<file path="src/rtl/load_store_unit.sv">
// Load/store memory-access stage: validates requests, runs a valid/ack data-bus
// handshake, places store bytes and extracts/extends load results.
module load_store_unit (
    input  logic        clk,
    input  logic        rst,
    input  logic        req_valid,
    output logic        req_ready,
    input  logic        is_store,
    input  logic [2:0]  funct3,
    input  logic [31:0] addr,
    input  logic [31:0] wdata,
    output logic        mem_req,
    output logic        mem_we,
    output logic [31:0] mem_addr,
    output logic [31:0] mem_wdata,
    output logic [3:0]  mem_wstrb,
    input  logic        mem_ack,
    input  logic [31:0] mem_rdata,
    output logic [31:0] dmem_out,
    output logic        resp_valid,
    output logic        fault,
    output logic        stall
);

    localparam int unsigned XLEN  = 32;
    localparam int unsigned NSTRB = XLEN / 8;

    typedef enum logic [1:0] {IDLE, BUS, RESP} state_t;

    state_t          state;
    logic            lat_store;
    logic [2:0]      lat_f3;
    logic [1:0]      lat_lo;

    logic            req_bad_c;
    logic [XLEN-1:0] st_data_c;
    logic [NSTRB-1:0] st_strb_c;
    logic [7:0]      ld_byte_c;
    logic [15:0]     ld_half_c;
    logic [XLEN-1:0] ld_data_c;

    // Request legality (alignment and funct3) plus store lane placement
    always_comb begin
        req_bad_c = 1'b0;
        st_data_c = wdata;
        st_strb_c = '0;
        case (funct3)
            3'b000: begin
                st_data_c = {4{wdata[7:0]}};
                st_strb_c = NSTRB'(4'b0001 << addr[1:0]);
            end
            3'b001: begin
                req_bad_c = addr[0];
                st_data_c = {2{wdata[15:0]}};
                st_strb_c = addr[1] ? 4'b1100 : 4'b0011;
            end
            3'b010: begin
                req_bad_c = (addr[1:0] != 2'b00);
                st_strb_c = 4'b1111;
            end
            3'b100:  req_bad_c = is_store;
            3'b101:  req_bad_c = is_store | addr[0];
            default: req_bad_c = 1'b1;
        endcase
        if (!is_store) begin
            st_strb_c = '0;
        end
    end

    // Load extraction from the latched byte offset
    always_comb begin
        ld_byte_c = 8'(mem_rdata >> {lat_lo, 3'b000});
        ld_half_c = lat_lo[1] ? mem_rdata[31:16] : mem_rdata[15:0];
        case (lat_f3)
            3'b000:  ld_data_c = {{24{ld_byte_c[7]}}, ld_byte_c};
            3'b001:  ld_data_c = {{16{ld_half_c[15]}}, ld_half_c};
            3'b100:  ld_data_c = {24'd0, ld_byte_c};
            3'b101:  ld_data_c = {16'd0, ld_half_c};
            default: ld_data_c = mem_rdata;
        endcase
    end

    always_ff @(posedge clk or posedge rst) begin
        if (rst) begin
            state      <= IDLE;
            lat_store  <= 1'b0;
            lat_f3     <= 3'd0;
            lat_lo     <= 2'd0;
            mem_req    <= 1'b0;
            mem_we     <= 1'b0;
            mem_addr   <= '0;
            mem_wdata  <= '0;
            mem_wstrb  <= '0;
            dmem_out   <= '0;
            resp_valid <= 1'b0;
            fault      <= 1'b0;
            stall      <= 1'b0;
            req_ready  <= 1'b1;
        end else begin
            resp_valid <= 1'b0;
            fault      <= 1'b0;
            case (state)
                IDLE: begin
                    if (req_valid) begin
                        if (req_bad_c) begin
                            fault <= 1'b1;
                        end else begin
                            lat_store <= is_store;
                            lat_f3    <= funct3;
                            lat_lo    <= addr[1:0];
                            mem_req   <= 1'b1;
                            mem_we    <= is_store;
                            mem_addr  <= {addr[31:2], 2'b00};
                            mem_wdata <= st_data_c;
                            mem_wstrb <= st_strb_c;
                            stall     <= 1'b1;
                            req_ready <= 1'b0;
                            state     <= BUS;
                        end
                    end
                end
                BUS: begin
                    if (mem_ack) begin
                        if (!lat_store) begin
                            dmem_out <= ld_data_c;
                        end
                        mem_req    <= 1'b0;
                        mem_we     <= 1'b0;
                        resp_valid <= 1'b1;
                        state      <= RESP;
                    end
                end
                RESP: begin
                    stall     <= 1'b0;
                    req_ready <= 1'b1;
                    state     <= IDLE;
                end
                default: begin
                    mem_req   <= 1'b0;
                    mem_we    <= 1'b0;
                    stall     <= 1'b0;
                    req_ready <= 1'b1;
                    state     <= IDLE;
                end
            endcase
        end
    end

endmodule

</file>
<file path="config.mk">
export PLATFORM = sky130hd
export DESIGN_NAME = load_store_unit
export DESIGN_NICKNAME = d
export VERILOG_FILES = /design/src/rtl/load_store_unit.sv
export SDC_FILE = /design/constraint.sdc
export NUM_CORES = 1
export LEC_CHECK = 0
export CAP_MARGIN = 40
export CORE_MARGIN = 2
export CORE_UTILIZATION = 47
export DETAILED_ROUTE_END_ITERATION = 16
export HOLD_SLACK_MARGIN = 0.08
export PLACE_DENSITY = 0.91
export SYNTH_ARGS = -nofsm -noshare
export SYNTH_HDL_FRONTEND = slang
export SYNTH_SLANG_ARGS = --single-unit
export TNS_END_PERCENT = 20
</file>
<file path="constraint.sdc">
create_clock -name clk -period 7.4 [get_ports clk]
set_clock_uncertainty 0.15 [all_clocks]
set_input_delay 1.48 -clock clk [delete_from_list [all_inputs] [get_ports clk]]
set_output_delay 1.48 -clock clk [all_outputs]
set_load 0.005 [all_outputs]
</file>
==> impl_metrics.py <==
metrics = {
    "run_status": {
        "status": "completed",
    },
    "worst_setup_path": {
        "startpoint_type": "input port",
        "reg2regPathDepth": 5,
        "r2r-end": "mem_wdata[3]",
        "arrival_ns": 4.37,
        "critPathKind": "in -> reg",
        "ff2ff_setup_slack_ns": 4.98,
        "cp_cell_sequence": "clkdlybuf4s50_1, a221o_1, a21bo_4, buf_12, buf_4, mux2_4",
        "required_ns": 7.50,
        "end_kind": "flip-flop",
        "slowest_stage": "clkdlybuf4s50_1",
        "critPathMaxFanout": 44,
        "reg2reg_from": "state[1]",
        "max_stage_delay_ns": 1.01,
    },
    "hold_path": {
        "min_path_type": "reg -> reg",
        "whs_path_depth": 2,
        "hold-path-endpoint": "mem_wstrb[0]",
        "min-delay-start": "mem_wstrb[0]",
    },
    "sta": {
        "post-route-min-period_ns": 4.27,
        "finalSetupTns_ns": 0,
        "max_slew.worst_pin.slew_ns": 0.867,
        "maxSlewViolCount": 0,
        "setup_violations": 0,
        "max_slew_margin_pct": 42.2,
        "hold_viol": 0,
        "rsz0062_at_grt": "false",
        "max_freq_ghz": 0.234,
        "min_period_over_period_pct": 57.7,
    },
    "clock_tree": {
        "clk_latency_ns": 0.36,
        "cts_buffer_depth": 2,
        "cts_hold_buf": 0,
        "numCtsBuffers": 9,
        "clock_sinks": 112,
        "htreeDepth": 3,
        "cts_setup_buffers": 0,
        "cts_root_buffer": "clkbuf_8",
        "cts_resized": 0,
        "clk_pin_slew_ns": 0.11,
        "cts_tree": "built",
    },
    "yosys": {
        "avgSynthCellArea_um2": 11.3,
        "synth_ff_type": "dfrtp_1",
        "yosys.area.top_type": "dfrtp_1",
        "synth_area_leaders": "dfrtp_1 53%, mux2_4 12%, nand2_1 5.5%",
        "synth.distinct_cells": 40,
        "yosys_warnings": 0,
        "yosysSeqAreaShare_pct": 53.8,
        "synth_edf_count": 0,
        "synth-seq-cells": 112,
        "synth_area_um2": 5210,
        "syn_inst": 462,
        "yosysTopAreaCellShare_pct": 53.3,
        "synth_most_common_cell": "dfrtp_1",
        "async_flop_share_pct": 100,
        "yosys-top-cells-count": "111 x dfrtp_1, 76 x nand2_1, 42 x mux2_4, 28 x a21oi_1, 27 x o21ai_0",
    },
    "drt": {
        "drc": 0,
        "vias_per_cell": 5.47,
        "vias": 4374,
        "wl_per_cell_um": 17.8,
        "routed_wl_um": 14200,
        "ant_nets": 0,
        "drt-initial-drc-count": 378,
        "drt_pass1_iterations": 7,
    },
    "power_and_ir_drop": {
        "cellPowerDensity_nw_per_um2": 303,
        "intPower_w": 0.00159,
        "power.switching_w": 0.000691,
        "power_frac_clock_pct": 16.7,
        "vdd_drop_max_mv": 0.176,
        "seq_power_share_pct": 43.2,
        "swShare_pct": 30.2,
        "leakagePower_nw": 3.32,
        "pwr-share-comb_pct": 40.1,
    },
    "global_route": {
        "grt_first_pass_wirelength_um": 22100,
        "antenna_found_initial": 0,
        "grt_max_degree": 67,
        "grt_overflow_total": 0,
        "track_usage_pct": 24.1,
        "first_global_vias": 4447,
    },
    "job": {
        "maxCapViolations": 0,
    },
    "placement": {
        "dpl_cell_area_um2": 7330,
        "routabilityCongestion": 0.866,
        "hpwl_um": 10600,
        "io_buffer_count": 207,
    },
    "floorplan": {
        "pin_count": 210,
        "dieArea_um2": 11900,
        "rows": 38,
        "die_w_um": 109,
        "core-area_um2": 10800,
        "start_util_pct": 48.0,
        "chipHeight_um": 109,
    },
    "layout": {
        "drive_above_1_share_pct": 12.3,
        "antenna_cells": 0,
        "fin_area_um2": 7540,
        "fin_nets": 758,
        "area_growth_pct": 44.8,
    },
}
## logic make-up (layout without fill, tap and decap cells)
group                  count (synthesis)  in the layout  share of synthesized area, %
AO/OA/AOI/OAI                        114            114                          12.6
buffers and inverters                 38            234                          4.37
flip-flops                           112            112                          53.8
multiplexers                          77             77                          19.3
other                                  1              2                        0.0720
AND/OR/NAND/NOR                      120            120                          9.78
## power by group through the flow
| stage | combinational [W] | sequential (W) | clock [W] |
|---|---|---|---|
| floorplan | 0.000374 | 0.000966 | 0 |
| global placement | 0.000884 | 0.000985 | 0 |
| detailed placement | 0.000919 | 0.000994 | 0 |
| CTS | 0.000922 | 0.000987 | 0.000391 |
| global route | 0.000992 | 0.00101 | 0.000417 |
| finish | 0.000916 | 0.000987 | 0.000383 |
## routing by layer
metal  GRT usage, %  wire [um]
met3           6.28       1370
met2           40.4       6980
met1           29.6       5510
met5              0          0
met4           9.58        369
## critical path: cells and delay by family
kind | cells | cell delay, ns
buffers and inverters | 3 | 1.78
AOI/OAI and AO/OA | 2 | 0.74
muxes | 1 | 0.34
## sequential cells by signal, indices dropped and copies added, names as in the netlist
| register | flops |
|---|---|
| mem_req | 1 |
| lat_store | 1 |
| dmem_out | 32 |
| mem_wdata | 32 |
| state | 2 |
| mem_addr | 30 |
| lat_f3 | 3 |
| lat_lo | 2 |
| fault | 1 |
| stall | 1 |
| req_ready | 1 |
| mem_we | 1 |
| resp_valid | 1 |
| mem_wstrb | 4 |
## placed cells by master, fill, tap and decap left out, types with 10 or more instances in the layout
cell type	count
clkdlybuf4s50_1	207
dfrtp_1	111
nand2_1	76
mux2_4	42
a21oi_1	28
o21ai_0	27
mux2i_1	25
o21ai_1	25
nor2_1	24
o31ai_1	11
clkbuf_8	10
## worst max-delay path by stage
stage,from,end,slack [ns],depth (start not counted)
final,funct3[0],mem_wdata[3],3.13,6
after global routing,funct3[0],mem_wdata[3],2.97,6
after CTS,funct3[0],mem_wdata[1],3.12,6
after detailed placement,funct3[0],mem_wdata[6],2.72,6
after global placement,funct3[0],mem_wdata[6],2.63,5
after floorplan,rst,dmem_out[0],2.81,1
## cell type report
class / instances / area, um2
clock inverters: 6 / 76.3
clock buffers: 10 / 138
repair buffers: 213 / 2140
fillers: 792 / 3300
inverters: 5 / 21.3
flip-flops and latches: 112 / 2800
multi-input cells: 313 / 2190
well taps: 140 / 175
## metrics by stage
stage / utilization (%) / hold WS (ns) / worst slack [ns] / std cells / power [W]
2_1_floorplan: - / 0.308 / 2.81 / 463 / 0.00134
3_3_place_gp: 67.2 / 0.310 / 2.63 / 780 / 0.00187
3_5_place_dp: 67.6 / 0.316 / 2.72 / 783 / 0.00191
4_1_cts: 69.6 / 0.342 / 3.12 / 799 / 0.00230
5_1_grt: 69.6 / 0.366 / 2.97 / 799 / 0.00242
6_report: 69.6 / 0.337 / 3.13 / 799 / 0.00229
No activity file was read; power rests on OpenSTA's default activity.
